<file path="src/rtl/seq_gen_pkg.sv">
// Shared types and default sizing for the serial pattern generator.
package seq_gen_pkg;

    localparam int DEF_W  = 16;
    localparam int DEF_RW = 8;
    localparam int DEF_GW = 4;

    typedef enum logic [1:0] {
        ST_IDLE  = 2'd0,
        ST_SHIFT = 2'd1,
        ST_GAP   = 2'd2,
        ST_DONE  = 2'd3
    } state_e;

endpackage

</file>
<file path="src/rtl/seq_gen_piso.sv">
// W-bit parallel-in/serial-out shift register; the serial tap sits at bit len-1
// so that a pattern shorter than W still leaves its MSB first.
module seq_gen_piso
    import seq_gen_pkg::*;
#(
    parameter int W  = DEF_W,
    parameter int LW = $clog2(W + 1)
) (
    input  logic          clk,
    input  logic          areset,
    input  logic          load,
    input  logic          shift,
    input  logic [W-1:0]  din,
    input  logic [LW-1:0] len,
    output logic          dout
);

    logic [W-1:0] sr_q;
    logic [W-1:0] sr_d;

    always_comb begin
        sr_d = sr_q;
        if (load) begin
            sr_d = din;
        end else if (shift) begin
            sr_d = {sr_q[W-2:0], 1'b0};
        end
    end

    always_ff @(posedge clk or posedge areset) begin
        if (areset) begin
            sr_q <= '0;
        end else begin
            sr_q <= sr_d;
        end
    end

    // len of zero has no window; the tap simply reads as zero
    always_comb begin
        dout = 1'b0;
        for (int i = 0; i < W; i++) begin
            if (int'(len) == i + 1) begin
                dout = sr_q[i];
            end
        end
    end

endmodule

</file>
<file path="src/rtl/seq_pattern_gen.sv">
// Serial test-pattern transmitter: shifts a captured pattern out MSB-first,
// optionally repeating it with idle gaps, under a start/busy/done handshake.
module seq_pattern_gen
    import seq_gen_pkg::*;
#(
    parameter int W  = DEF_W,
    parameter int LW = $clog2(W + 1),
    parameter int RW = DEF_RW,
    parameter int GW = DEF_GW
) (
    input  logic          clk,
    input  logic          areset,
    input  logic          start,
    input  logic [W-1:0]  pattern,
    input  logic [LW-1:0] len,
    input  logic [RW-1:0] repeat_n,
    input  logic [GW-1:0] gap,
    input  logic          stop,
    output logic          x,
    output logic          x_valid,
    output logic          busy,
    output logic          done
);

    localparam logic [LW-1:0] W_LEN = LW'(W);

    state_e        state_q, state_d;
    logic [W-1:0]  pat_q, pat_d;
    logic [LW-1:0] len_q, len_d;
    logic [RW-1:0] rep_n_q, rep_n_d;
    logic [GW-1:0] gap_q, gap_d;
    logic [LW-1:0] bit_cnt_q, bit_cnt_d;
    logic [GW-1:0] gap_cnt_q, gap_cnt_d;
    logic [RW-1:0] rep_cnt_q, rep_cnt_d;
    logic          stop_pend_q, stop_pend_d;
    logic          x_q, x_d;
    logic          x_valid_q, x_valid_d;
    logic          busy_q, busy_d;
    logic          done_q, done_d;

    logic [LW-1:0] len_sat;
    logic          piso_load;
    logic          piso_shift;
    logic [W-1:0]  piso_din;
    logic          piso_bit;
    logic          stop_now;
    logic          last_rep;

    seq_gen_piso #(
        .W  (W),
        .LW (LW)
    ) u_piso (
        .clk    (clk),
        .areset (areset),
        .load   (piso_load),
        .shift  (piso_shift),
        .din    (piso_din),
        .len    ((state_q == ST_IDLE) ? len_sat : len_q),
        .dout   (piso_bit)
    );

    always_comb begin
        len_sat = (len > W_LEN) ? W_LEN : len;
    end

    // A stop seen on the deciding cycle counts as pending, so a stop on the
    // final bit still ends the burst after that pattern.
    always_comb begin
        stop_now = stop_pend_q | stop;
        last_rep = (rep_n_q != '0) && (rep_cnt_q == rep_n_q - RW'(1));
    end

    always_comb begin
        state_d     = state_q;
        pat_d       = pat_q;
        len_d       = len_q;
        rep_n_d     = rep_n_q;
        gap_d       = gap_q;
        bit_cnt_d   = bit_cnt_q;
        gap_cnt_d   = gap_cnt_q;
        rep_cnt_d   = rep_cnt_q;
        stop_pend_d = stop_pend_q;
        piso_load   = 1'b0;
        piso_din    = pat_q;
        piso_shift  = (state_q == ST_SHIFT) && (bit_cnt_q != '0);

        case (state_q)
            ST_IDLE: begin
                stop_pend_d = 1'b0;
                // done_q still high means the previous burst just ended
                if (start && !done_q) begin
                    if (len_sat == '0) begin
                        state_d = ST_DONE;
                    end else begin
                        pat_d     = pattern;
                        len_d     = len_sat;
                        rep_n_d   = repeat_n;
                        gap_d     = gap;
                        bit_cnt_d = len_sat - LW'(1);
                        rep_cnt_d = '0;
                        piso_load = 1'b1;
                        piso_din  = pattern;
                        state_d   = ST_SHIFT;
                    end
                end
            end
            ST_SHIFT: begin
                if (stop) begin
                    stop_pend_d = 1'b1;
                end
                if (bit_cnt_q != '0) begin
                    bit_cnt_d = bit_cnt_q - LW'(1);
                end else if (last_rep || stop_now) begin
                    state_d = ST_DONE;
                end else begin
                    rep_cnt_d = rep_cnt_q + RW'(1);
                    piso_load = 1'b1;
                    bit_cnt_d = len_q - LW'(1);
                    if (gap_q != '0) begin
                        gap_cnt_d = gap_q - GW'(1);
                        state_d   = ST_GAP;
                    end
                end
            end
            ST_GAP: begin
                if (stop) begin
                    stop_pend_d = 1'b1;
                end
                if (stop_now) begin
                    state_d = ST_DONE;
                end else if (gap_cnt_q == '0) begin
                    state_d = ST_SHIFT;
                end else begin
                    gap_cnt_d = gap_cnt_q - GW'(1);
                end
            end
            ST_DONE: begin
                stop_pend_d = 1'b0;
                state_d     = ST_IDLE;
            end
            default: begin
                state_d = ST_IDLE;
            end
        endcase
    end

    // Outputs are a registered image of the current state, hence the
    // one-cycle lag between accepting start and the first bit.
    always_comb begin
        x_d       = (state_q == ST_SHIFT) && piso_bit;
        x_valid_d = (state_q == ST_SHIFT);
        busy_d    = (state_q == ST_SHIFT) || (state_q == ST_GAP);
        done_d    = (state_q == ST_DONE);
    end

    always_ff @(posedge clk or posedge areset) begin
        if (areset) begin
            state_q     <= ST_IDLE;
            pat_q       <= '0;
            len_q       <= '0;
            rep_n_q     <= '0;
            gap_q       <= '0;
            bit_cnt_q   <= '0;
            gap_cnt_q   <= '0;
            rep_cnt_q   <= '0;
            stop_pend_q <= 1'b0;
            x_q         <= 1'b0;
            x_valid_q   <= 1'b0;
            busy_q      <= 1'b0;
            done_q      <= 1'b0;
        end else begin
            state_q     <= state_d;
            pat_q       <= pat_d;
            len_q       <= len_d;
            rep_n_q     <= rep_n_d;
            gap_q       <= gap_d;
            bit_cnt_q   <= bit_cnt_d;
            gap_cnt_q   <= gap_cnt_d;
            rep_cnt_q   <= rep_cnt_d;
            stop_pend_q <= stop_pend_d;
            x_q         <= x_d;
            x_valid_q   <= x_valid_d;
            busy_q      <= busy_d;
            done_q      <= done_d;
        end
    end

    assign x       = x_q;
    assign x_valid = x_valid_q;
    assign busy    = busy_q;
    assign done    = done_q;

endmodule

</file>
<file path="config.mk">
export PLATFORM = sky130hd
export DESIGN_NAME = seq_pattern_gen
export DESIGN_NICKNAME = d
export VERILOG_FILES = /design/src/rtl/seq_gen_pkg.sv /design/src/rtl/seq_gen_piso.sv /design/src/rtl/seq_pattern_gen.sv
export SDC_FILE = /design/constraint.sdc
export NUM_CORES = 1
export LEC_CHECK = 0
export CORE_MARGIN = 5
export CORE_UTILIZATION = 45
export CTS_CLUSTER_DIAMETER = 40
export DETAILED_ROUTE_END_ITERATION = 8
export PLACE_DENSITY = 0.75
export SETUP_SLACK_MARGIN = 0.2
export SYNTH_ARGS = -nofsm -noshare
export SYNTH_HDL_FRONTEND = slang
export SYNTH_SLANG_ARGS = --single-unit
</file>
<file path="constraint.sdc">
create_clock -name clk -period 4.9 [get_ports clk]
set_input_delay 1.47 -clock clk [delete_from_list [all_inputs] [get_ports clk]]
set_output_delay 1.47 -clock clk [all_outputs]
set_load 0.005 [all_outputs]
</file>
======== Yosys cells after proc, flatten, opt, wreduce, memory -nomap -nowiden ========
Index checks and enable logic that the tools add are counted.
storage, ports and cells
  flip-flop bits (word level) ............. 73
  latch bits .............................. 0
  memory bits (writable) .................. 0
  ROM bits ................................ 0
  bits of input ports ..................... 37
  output and inout bits ................... 4
  word-level logic and storage cells ...... 132
  memories kept ........................... 0
operators by class
  add/sub/neg operators ................... 7
  multiply operators ...................... 0
  divide/modulo/power cells ............... 0
  $lt $le $gt $ge ......................... 1
  eq/ne operators ......................... 31
  shifts and indexed selects .............. 0
  multiplexer cells ....................... 54
  bitwise gates (word level) .............. 2
  reductions and logical operators ........ 23
operators with widths
  operator             number
  $mux 16              5
  $eq 5x5->1 const B   9
  $mux 8               4
  $mux 5               6
  $mux 1               21
  $eq 5x4->1 const B   4
  $mux 4               5
  $pmux 8 s2           1
  $sub 5x1->5 const B  3
  $mux 2               7
  $eq 5x3->1 const B   2
  $ne 2x2->1 const B   5
  $pmux 5 s2           1
  $add 8x1->8 const B  1
  $eq 8x8->1           1
  $pmux 2 s4           1
  $pmux 4 s2           1
  $reduce_and 4->1     2
  $reduce_bool 8->1    1
  $sub 4x1->4 const B  2
  $sub 8x1->8 const B  1
  $ne 2x1->1 const B   3
  $ne 3x3->1 const B   2
  $reduce_and 6->1     1
  20 further kinds     29

======== Logic depth before layout (Yosys ltp) ========
Gate-level depths: netlist (run 1).
  word-level depth ........................ 21
  gate-level depth with buffers ........... 11
  gate-level depth less buffers ........... 10

======== Cells and area by module ========
A second synthesis (run 1) with hierarchy kept.
unflattened totals
  cell total of the unflattened synthesis .. 382
  area, all modules ....................... 4028.9 um^2
by module, submodules not included
  module           times used  cells an instance  area an instance (um^2)  seq. area each (um^2)
  seq_pattern_gen  1           279                3072.9                   1426.4
  seq_gen_piso     1           103                955.9                    400.4

======== Worst setup path after synthesis (run 1) ========
Ideal clock, no wire load.
  kind .................................... input port to flip-flop
  start point ............................. input len[4]
  end point ............................... register x_q, in the netlist x
  setup time .............................. 0.130 ns
  arrival ................................. 3.159 ns
  data required time ...................... 4.770 ns
  path slack .............................. 1.612 ns
  cell stages on the path ................. 9
  path buffers ............................ 2
  cells stage by stage .................... clkbuf_1 -> and3b_1 -> or2_2 -> clkbuf_1 -> or2_2 -> o21ai_0 -> o21bai_1 -> a211oi_1 -> o21ai_0
on the way
  word-level cells in the longest chain between the ends .. 21
  elaborated cells between the ends (all ways) .. 36
  classes of those cells .................. order compare (1); eq/ne (16); mux (18); reduce/logical (1)
ends and longest elaborated chain
  element                RTL line                RTL
  from (decl)            seq_pattern_gen.sv:15   input logic [LW-1:0] len,
  $gt 5x5->1             seq_pattern_gen.sv:63   len_sat = (len > W_LEN) ? W_LEN : len;
  $mux 5 (*)             seq_pattern_gen.sv:63
  $mux 5 (*)             seq_pattern_gen.sv:58   .len ((state_q == ST_IDLE) ? len_sat : len_q),
  $eq 5x2->1             seq_gen_piso.sv:42      if (int'(len) == i + 1) begin
  $mux 1 (15 in series)  seq_gen_piso.sv:42
  $mux 1 (*)             seq_gen_piso.sv:42
  $logic_and 1x1->1 (*)  seq_pattern_gen.sv:150  x_d = (state_q == ST_SHIFT) && piso_bit;
  net x_d                seq_pattern_gen.sv:36   logic x_q, x_d;
  to (signal assigned)   seq_pattern_gen.sv:167  x_q <= 1'b0;
  to (signal assigned)   seq_pattern_gen.sv:181  x_q <= x_d;
  to (decl)              seq_pattern_gen.sv:36
Mark *: on every way through the listed nets, which the timed path passes. The rest lies on a longest branch.
A chain may end at the register's enable or synchronous reset.

======== Worst setup path in the final report (run 1) ========
  start point ............................. input len[2]
  end point ............................... register u_piso.sr_q[5]
on the way
  word-level cells in the longest chain between the ends .. 7
  elaborated cells between the ends (all ways) .. 11
  classes of those cells .................. order compare (1); mux (8); reduce/logical (2)
ends and longest elaborated chain
  element                                          RTL line               RTL
  $gt 5x5->1                                       seq_pattern_gen.sv:63
  $mux 5 (*)                                       seq_pattern_gen.sv:63
  $logic_not 5->1 (*)                              seq_pattern_gen.sv:92  if (len_sat == '0) begin
  $mux 1 or $mux 16 (tied branches) (2 in series)  --
  $pmux 1 s2 or $mux 16 (tied branches)            --
  $mux 16 or $reduce_bool 2->1 (tied branches)     --
  to (signal assigned)                             seq_gen_piso.sv:34     sr_q <= sr_d;
  to (decl)                                        seq_gen_piso.sv:18     logic [W-1:0] sr_q;
Every way passes the cells marked *; elsewhere a longest branch is shown, timed or not.

==> results by group, run 1 <==
Floorplan
  – Chip Height: between 100 and 150 microns
  – Die Width: 107 microns
  – Placeable Area: 9240 sq um
  – Die area: 11500 sq um
  – Row cnt: 35
  – I/O Pins: 41
  – Initial Utilization: 46.2%

STA
  – Tcrit/Tclk final: 71.7%
  – Worst-margin pin slew: ~1100 ps
  – Max-slew violations: 0
  – RSZ-0062 raised after global routing: no
  – Worst rel slew slack: 28.6%
  – Final Hold Vio Count: 0
  – Hold Slack: 498 ps
  – Max Clk Rate: 0.285 GHz
  – Clk_skew: between 10 and 15 ps
  – Crit path time final: 3510 ps
  – Setup TNS: 0 ps
  – Final setup viols: 0

Global route
  – Initial antenna violation count: 0
  – Total congestion overflow: 0
  – First-pass GRT wire length: ~15000 microns
  – Vias in the first global route: approximately 3000
  – GRT Resource Usage Total: 16.1%
  – Largest net degree at the start of global routing: 52

Cells and area
  – Post-layout nets: 479
  – ANT cells: 0
  – Share of post-route cells with drive strength above 1: between 20% and 30%
  – Most common cell after layout, fill and taps aside: dfrtp_1
  – Layout area overhead: 17.1%
  – Final instance area: 5000 sq um
  – Highest-count cells in the layout ignoring fill and taps: 73 x dfrtp_1, 55 x mux2_2, 40 x clkdlybuf4s50_1

Clock tree
  – Worst skew pair latency: roughly 350 ps
  – CTS Buffer Depth: 2
  – CTS tree: yes
  – Setup bufs post-CTS: 0
  – H-tree depth: 3
  – CTS root buf: clkbuf_8
  – Post-cts sizing count: 0
  – Cts hold-fix bufs: 0
  – Sink Count: 73
  – Total CTS buffers: 9
  – Reg clk slew, reported paths: about 80 ps

Setup path
  – CP endpoint kind: register
  – Crit-path max cell delay: 530 ps
  – CP Max Fanout: 21
  – Largest delay share family, worst path: buffers and inverters
  – Crit path required time: 5130 ps
  – Startpoint types: primary input
  – CP arrival: 3750 ps
  – Cell with the largest stage delay on the worst path: clkdlybuf4s50_1
  – WS Path Type: in2reg
  – Worst Path Buf+Inv: 2
  – Critical path cell sequence: clkdlybuf4s50_1, nor3_1, a211o_1, buf_4, mux2_2, mux2_4

Yosys
  – Synth Register Bits: 73
  – Synth warn: 0
  – EDFF count, synth: 0
  – Post-synth ARST share: 100%
  – Synthesized instance count: 393
  – Top_reg_cell synth: dfrtp_1
  – Register area share after synthesis: 42.8%
  – Distinct cells, synth: slightly above 60
  – Syn nets: around 440
  – Mean post-synth cell area: 10.9 sq um
  – Mapped cell area: 4270 sq um

Detailed routing
  – Via count: approximately 3100
  – Drt total wl: 8810 microns
  – Antenna-violating nets left: 0
  – Post-DR vias/cell: 5.55
  – Drt drc: 0
  – Routed len/inst: roughly 16 microns
  – Drt initial violations: 130
  – DR pass1 iterations: 5

Power
  – Pleak: 2.08 nW
  – Pwr dens: 655 nW/um^2
  – Total power: 3.27 mW
  – Peak VDD IR: a little over 0.0002 V

Placement
  – Area after DPL: 4790 sq um
  – Placed wire-length estimate: 6350 microns
  – RD Place Congestion: ~0.90
  – # port buffers: 40

Min path
  – Hold Crit Class: reg2reg

Run status
  – Status: completed

Run
  – Max Cap Viol: 0
## registers in the layout (all words and copies together), names as in the netlist, 2 cells and up
signal and cells:
state_q 2, rep_cnt_q 8, len_q 5, rep_n_q 8, pat_q 16, u_piso.sr_q 16
bit_cnt_q 5, gap_q 4, gap_cnt_q 4
## layout make-up
class                   instances  area [sq um]
fillers                       808          4240
multi-input cells             285          2290
flip-flops and latches         73          1830
repair buffers                 45           438
well taps                     129           161
clock buffers                  10           128
clock inverters                 6          82.6
inverters                      19          71.3
## cells in the mapped netlist (3+ instances only)
master | number | area, sq um
a2111oi_2 | 4 | 60.1
a211oi_1 | 5 | 37.5
a21boi_0 | 3 | 22.5
a21oi_1 | 20 | 100
a221oi_1 | 3 | 26.3
a31oi_1 | 3 | 18.8
buf_1 | 4 | 15.0
clkbuf_1 | 9 | 33.8
dfrtp_1 | 73 | 1830
ha_1 | 9 | 113
inv_1 | 19 | 71.3
mux2_2 | 55 | 619
mux2_4 | 10 | 150
mux2i_1 | 13 | 130
nand2_1 | 25 | 93.8
nand2b_1 | 12 | 75.1
nand3_1 | 5 | 25.0
nand3b_1 | 3 | 22.5
nand4_1 | 3 | 18.8
nor2_1 | 16 | 60.1
nor2b_1 | 4 | 25.0
nor3_1 | 9 | 45.0
nor4_1 | 4 | 25.0
o211ai_1 | 3 | 22.5
o21ai_0 | 21 | 105
or2_2 | 3 | 18.8
xnor2_1 | 6 | 52.6
xor2_1 | 5 | 43.8
## cell families after synthesis
| family | after synthesis | share of synthesized area (%) |
|---|---|---|
| multiplexers | 80 | 21.6 |
| buffers and inverters | 35 | 3.52 |
| flip-flops | 73 | 42.8 |
| XOR/XNOR | 11 | 2.26 |
| AO/OA/AOI/OAI | 84 | 14.2 |
| AND/OR/NAND/NOR | 101 | 13.0 |
| adder cells (fa/ha/maj) | 9 | 2.64 |
## metal layers
| layer | part of all wire (%) | vias up | track usage, % |
|---|---|---|---|
| li1 | - | 1508 | - |
| met1 | 46 | 1529 | 21.9 |
| met3 | 4.8 | 20 | 3.18 |
| met5 | 0 | - | 0 |
| met2 | 47 | 88 | 24.6 |
| met4 | 2.5 | 0 | 7.94 |
## through the flow
step	worst slack, ps	std cells	utilization (%)
detailed placement	1020	551	51.8
global route	1220	567	54.1
floorplan	1580	393	-
global placement	1060	551	51.8
CTS	1400	567	54.1
finish	1390	567	54.1
## report_power, final
group | internal (mW) | leakage, nW | switching, mW
logic | 0.844 | 1.08 | 0.781
registers | 0.893 | 0.891 | 0.246
clock network | 0.284 | 0.106 | 0.225
total | 2.02 | 2.08 | 1.25
## worst paths after layout
kind,from,endpoint,slack (ps),cells past startpoint
worst max-delay path,len[2],u_piso.sr_q[5],1390,6
worst min register to register,pat_q[13],pat_q[13],500,1
min in group asynchronous,areset,rep_n_q[5],1700,2
max in group asynchronous,areset,pat_q[10],2300,3
worst max register to register,rep_n_q[0],u_piso.sr_q[11],1650,9
worst min-delay path,pat_q[13],pat_q[13],500,1
Power figures use the tool's default switching activity.
==> run 2, diff against run 1 <==
PLACE_DENSITY = 0.78   (was 0.75)
clock period = 2.9 ns   (was 4.9 ns; I/O delays follow)
==> results by group, run 2 (synthesis results as in run 1) <==
Run status
  – Status: completed

Setup path
  – Most used cell, CP: o211ai_4
  – R2R setup slack: 160 ps (-1490 ps)
  – Startpoint types: register
  – Crit path required time: 3160 ps (-1970 ps)
  – Worst Path Buf+Inv: 2 (unchanged)
  – CP endpoint kind: register
  – Largest delay share family, worst path: compound AO/OA/AOI/OAI gates
  – Critical path cell sequence: inv_1, ha_2, or3b_4, o31a_1, o21a_1, o211ai_4, o211ai_4, buf_8, a2111oi_4, mux2i_1
  – WS Path Type: reg2reg
  – CP Max Fanout: 8 (-62%)
  – CP arrival: 3000 ps (-750 ps)
  – Crit-path max cell delay: 400 ps (-130 ps)
  – Cell with the largest stage delay on the worst path: or3b_4

Power
  – Pwr dens: 1100 nW/um^2 (+67%)
  – Pleak: 2.28 nW (+9.7%)
  – Peak VDD IR: 0.000392 V (+92%)
  – Total power: 5.91 mW (+81%)

Detailed routing
  – Drt initial violations: 206 (+58%)
  – Routed len/inst: 16.1 microns (+3.5%)
  – Via count: 3292 (+4.7%)
  – Drt drc: 0 (unchanged)
  – DR pass1 iterations: 4 (-1)
  – Antenna-violating nets left: 0 (unchanged)
  – Post-DR vias/cell: 5.52 (-0.42%)
  – Drt total wl: 9590 microns (+8.8%)

STA
  – Worst-margin pin slew: 694 ps (-375 ps)
  – Clk_skew: 12.2 ps (+1.41 ps)
  – Worst rel slew slack: 53.3% (+25 points)
  – Max-slew violations: 0 (unchanged)
  – Tcrit/Tclk final: 94.6%
  – Hold Slack: 499 ps (+1.36 ps)
  – Crit path time final: 2740 ps
  – Final setup viols: 0 (unchanged)
  – RSZ-0062 raised after global routing: yes
  – Final Hold Vio Count: 0 (unchanged)
  – Max Clk Rate: 0.365 GHz

Floorplan
  – Die Width: 107 microns (unchanged)
  – I/O Pins: 41 (unchanged)
  – Placeable Area: 9240 sq um (unchanged)
  – Initial Utilization: 46.2% (unchanged)
  – Row cnt: 35 (unchanged)
  – Die area: 11500 sq um (unchanged)
  – Chip Height: 107 microns (unchanged)

Clock tree
  – Reg clk slew, reported paths: 70 ps (about the same)
  – Worst skew pair latency: 350 ps (about the same)
  – CTS Buffer Depth: 2 (unchanged)
  – CTS tree: yes
  – Sink Count: 73 (unchanged)
  – Total CTS buffers: 9 (unchanged)
  – CTS root buf: clkbuf_8
  – H-tree depth: 3 (unchanged)

Global route
  – First-pass GRT wire length: 15900 microns (+5.9%)
  – Initial antenna violation count: 0 (unchanged)
  – Vias in the first global route: 3318 (+8.2%)
  – Total congestion overflow: 0 (unchanged)
  – Largest net degree at the start of global routing: 74 (+42%)
  – GRT Resource Usage Total: 17.2% (+1.1 points)

Cells and area
  – ANT cells: 0 (unchanged)
  – Post-layout nets: 512 (+6.9%)
  – Share of post-route cells with drive strength above 1: 30.8% (+7.1 points)
  – Most common cell after layout, fill and taps aside: dfrtp_1
  – Filler Cells Inserted: 750 (-7.2%)
  – Highest-count cells in the layout ignoring fill and taps: 73 x dfrtp_1, 48 x mux2_2, 39 x clkdlybuf4s50_1
  – Layout area overhead: 26.3%
  – Final instance area: 5390 sq um (+7.9%)
  – Largest regs: pat_q x16, u_piso.sr_q x16
  – Multi-input gate area: 2410 sq um (+5.4%)
  – Seq. cell area: 1830 sq um (unchanged)

Placement
  – Area after DPL: 4990 sq um (+4.3%)
  – Placed wire-length estimate: 6710 microns (+5.6%)
  – RD Place Congestion: 0.887 (-1.7%)
  – # port buffers: 40 (unchanged)

Run
  – Max Cap Viol: 0 (unchanged)

Min path
  – Hold Crit Class: reg2reg
-- run 2: final timing paths --
check                      startpoint           end  cells after the start
max in group asynchronous      areset          done                      3
min reg2reg                 pat_q[11]     pat_q[11]                      1
min                         pat_q[11]     pat_q[11]                      1
max reg2reg                rep_n_q[0]  rep_cnt_q[5]                     10
min in group asynchronous      areset     pat_q[12]                      3
max                        rep_n_q[0]  rep_cnt_q[5]                     10
-- run 2: stage by stage --
stage                     worst slack, ps  instances  util [%]  TNS, ps
after detailed placement             -166        573      54.1    -2200
after CTS                             172        588      56.5        0
after global placement              -82.3        573      54.1     -328
after floorplan                       157        393         -        0
final                                 157        596      58.3        0
after global routing                 31.4        596      58.3        0
-- run 2: final cells by class --
type	count	share of cell area (%)
Clock inverter	1	0.0928
Clock buffer	11	2.81
Tap cell	129	2.99
Sequential cell	73	33.9
Multi-Input combinational cell	285	44.8
Timing Repair Buffer	78	14.0
Inverter	19	1.39
-- run 2: routing by layer --
layer	track usage, %	share of wire [%]	vias up	wire (microns)
li1	-	-	1570	-
met1	22.0	43	1630	4160
met2	28.4	51	73	4860
met3	4.02	3.7	19	352
met4	6.85	2.3	0	219
met5	0	0	-	0
-- run 2: what timing repair did --
action,4_1_cts,5_1_grt
hold buffers,0,0
setup endpoints to repair,24,32
pin swaps,3,8
buffers inserted,3,8
gates resized for setup,5,29
-- run 2: report_power, final --
| part | internal (mW) | leakage [nW] | total [mW] | switching, mW |
|---|---|---|---|---|
| clock | 0.337 | 0.0830 | 0.681 | 0.344 |
| combinational | 1.79 | 1.30 | 3.31 | 1.51 |
| sequential | 1.51 | 0.891 | 1.92 | 0.411 |
| total | 3.64 | 2.28 | 5.91 | 2.27 |
==> run 3, diff against run 2 <==
CTS_CLUSTER_SIZE = 10   (was not set)
GPL_ROUTABILITY_DRIVEN = 0   (was not set)
==> results of run 3 <==
The final DEF is identical to that of run 2; final timing and power are the same.
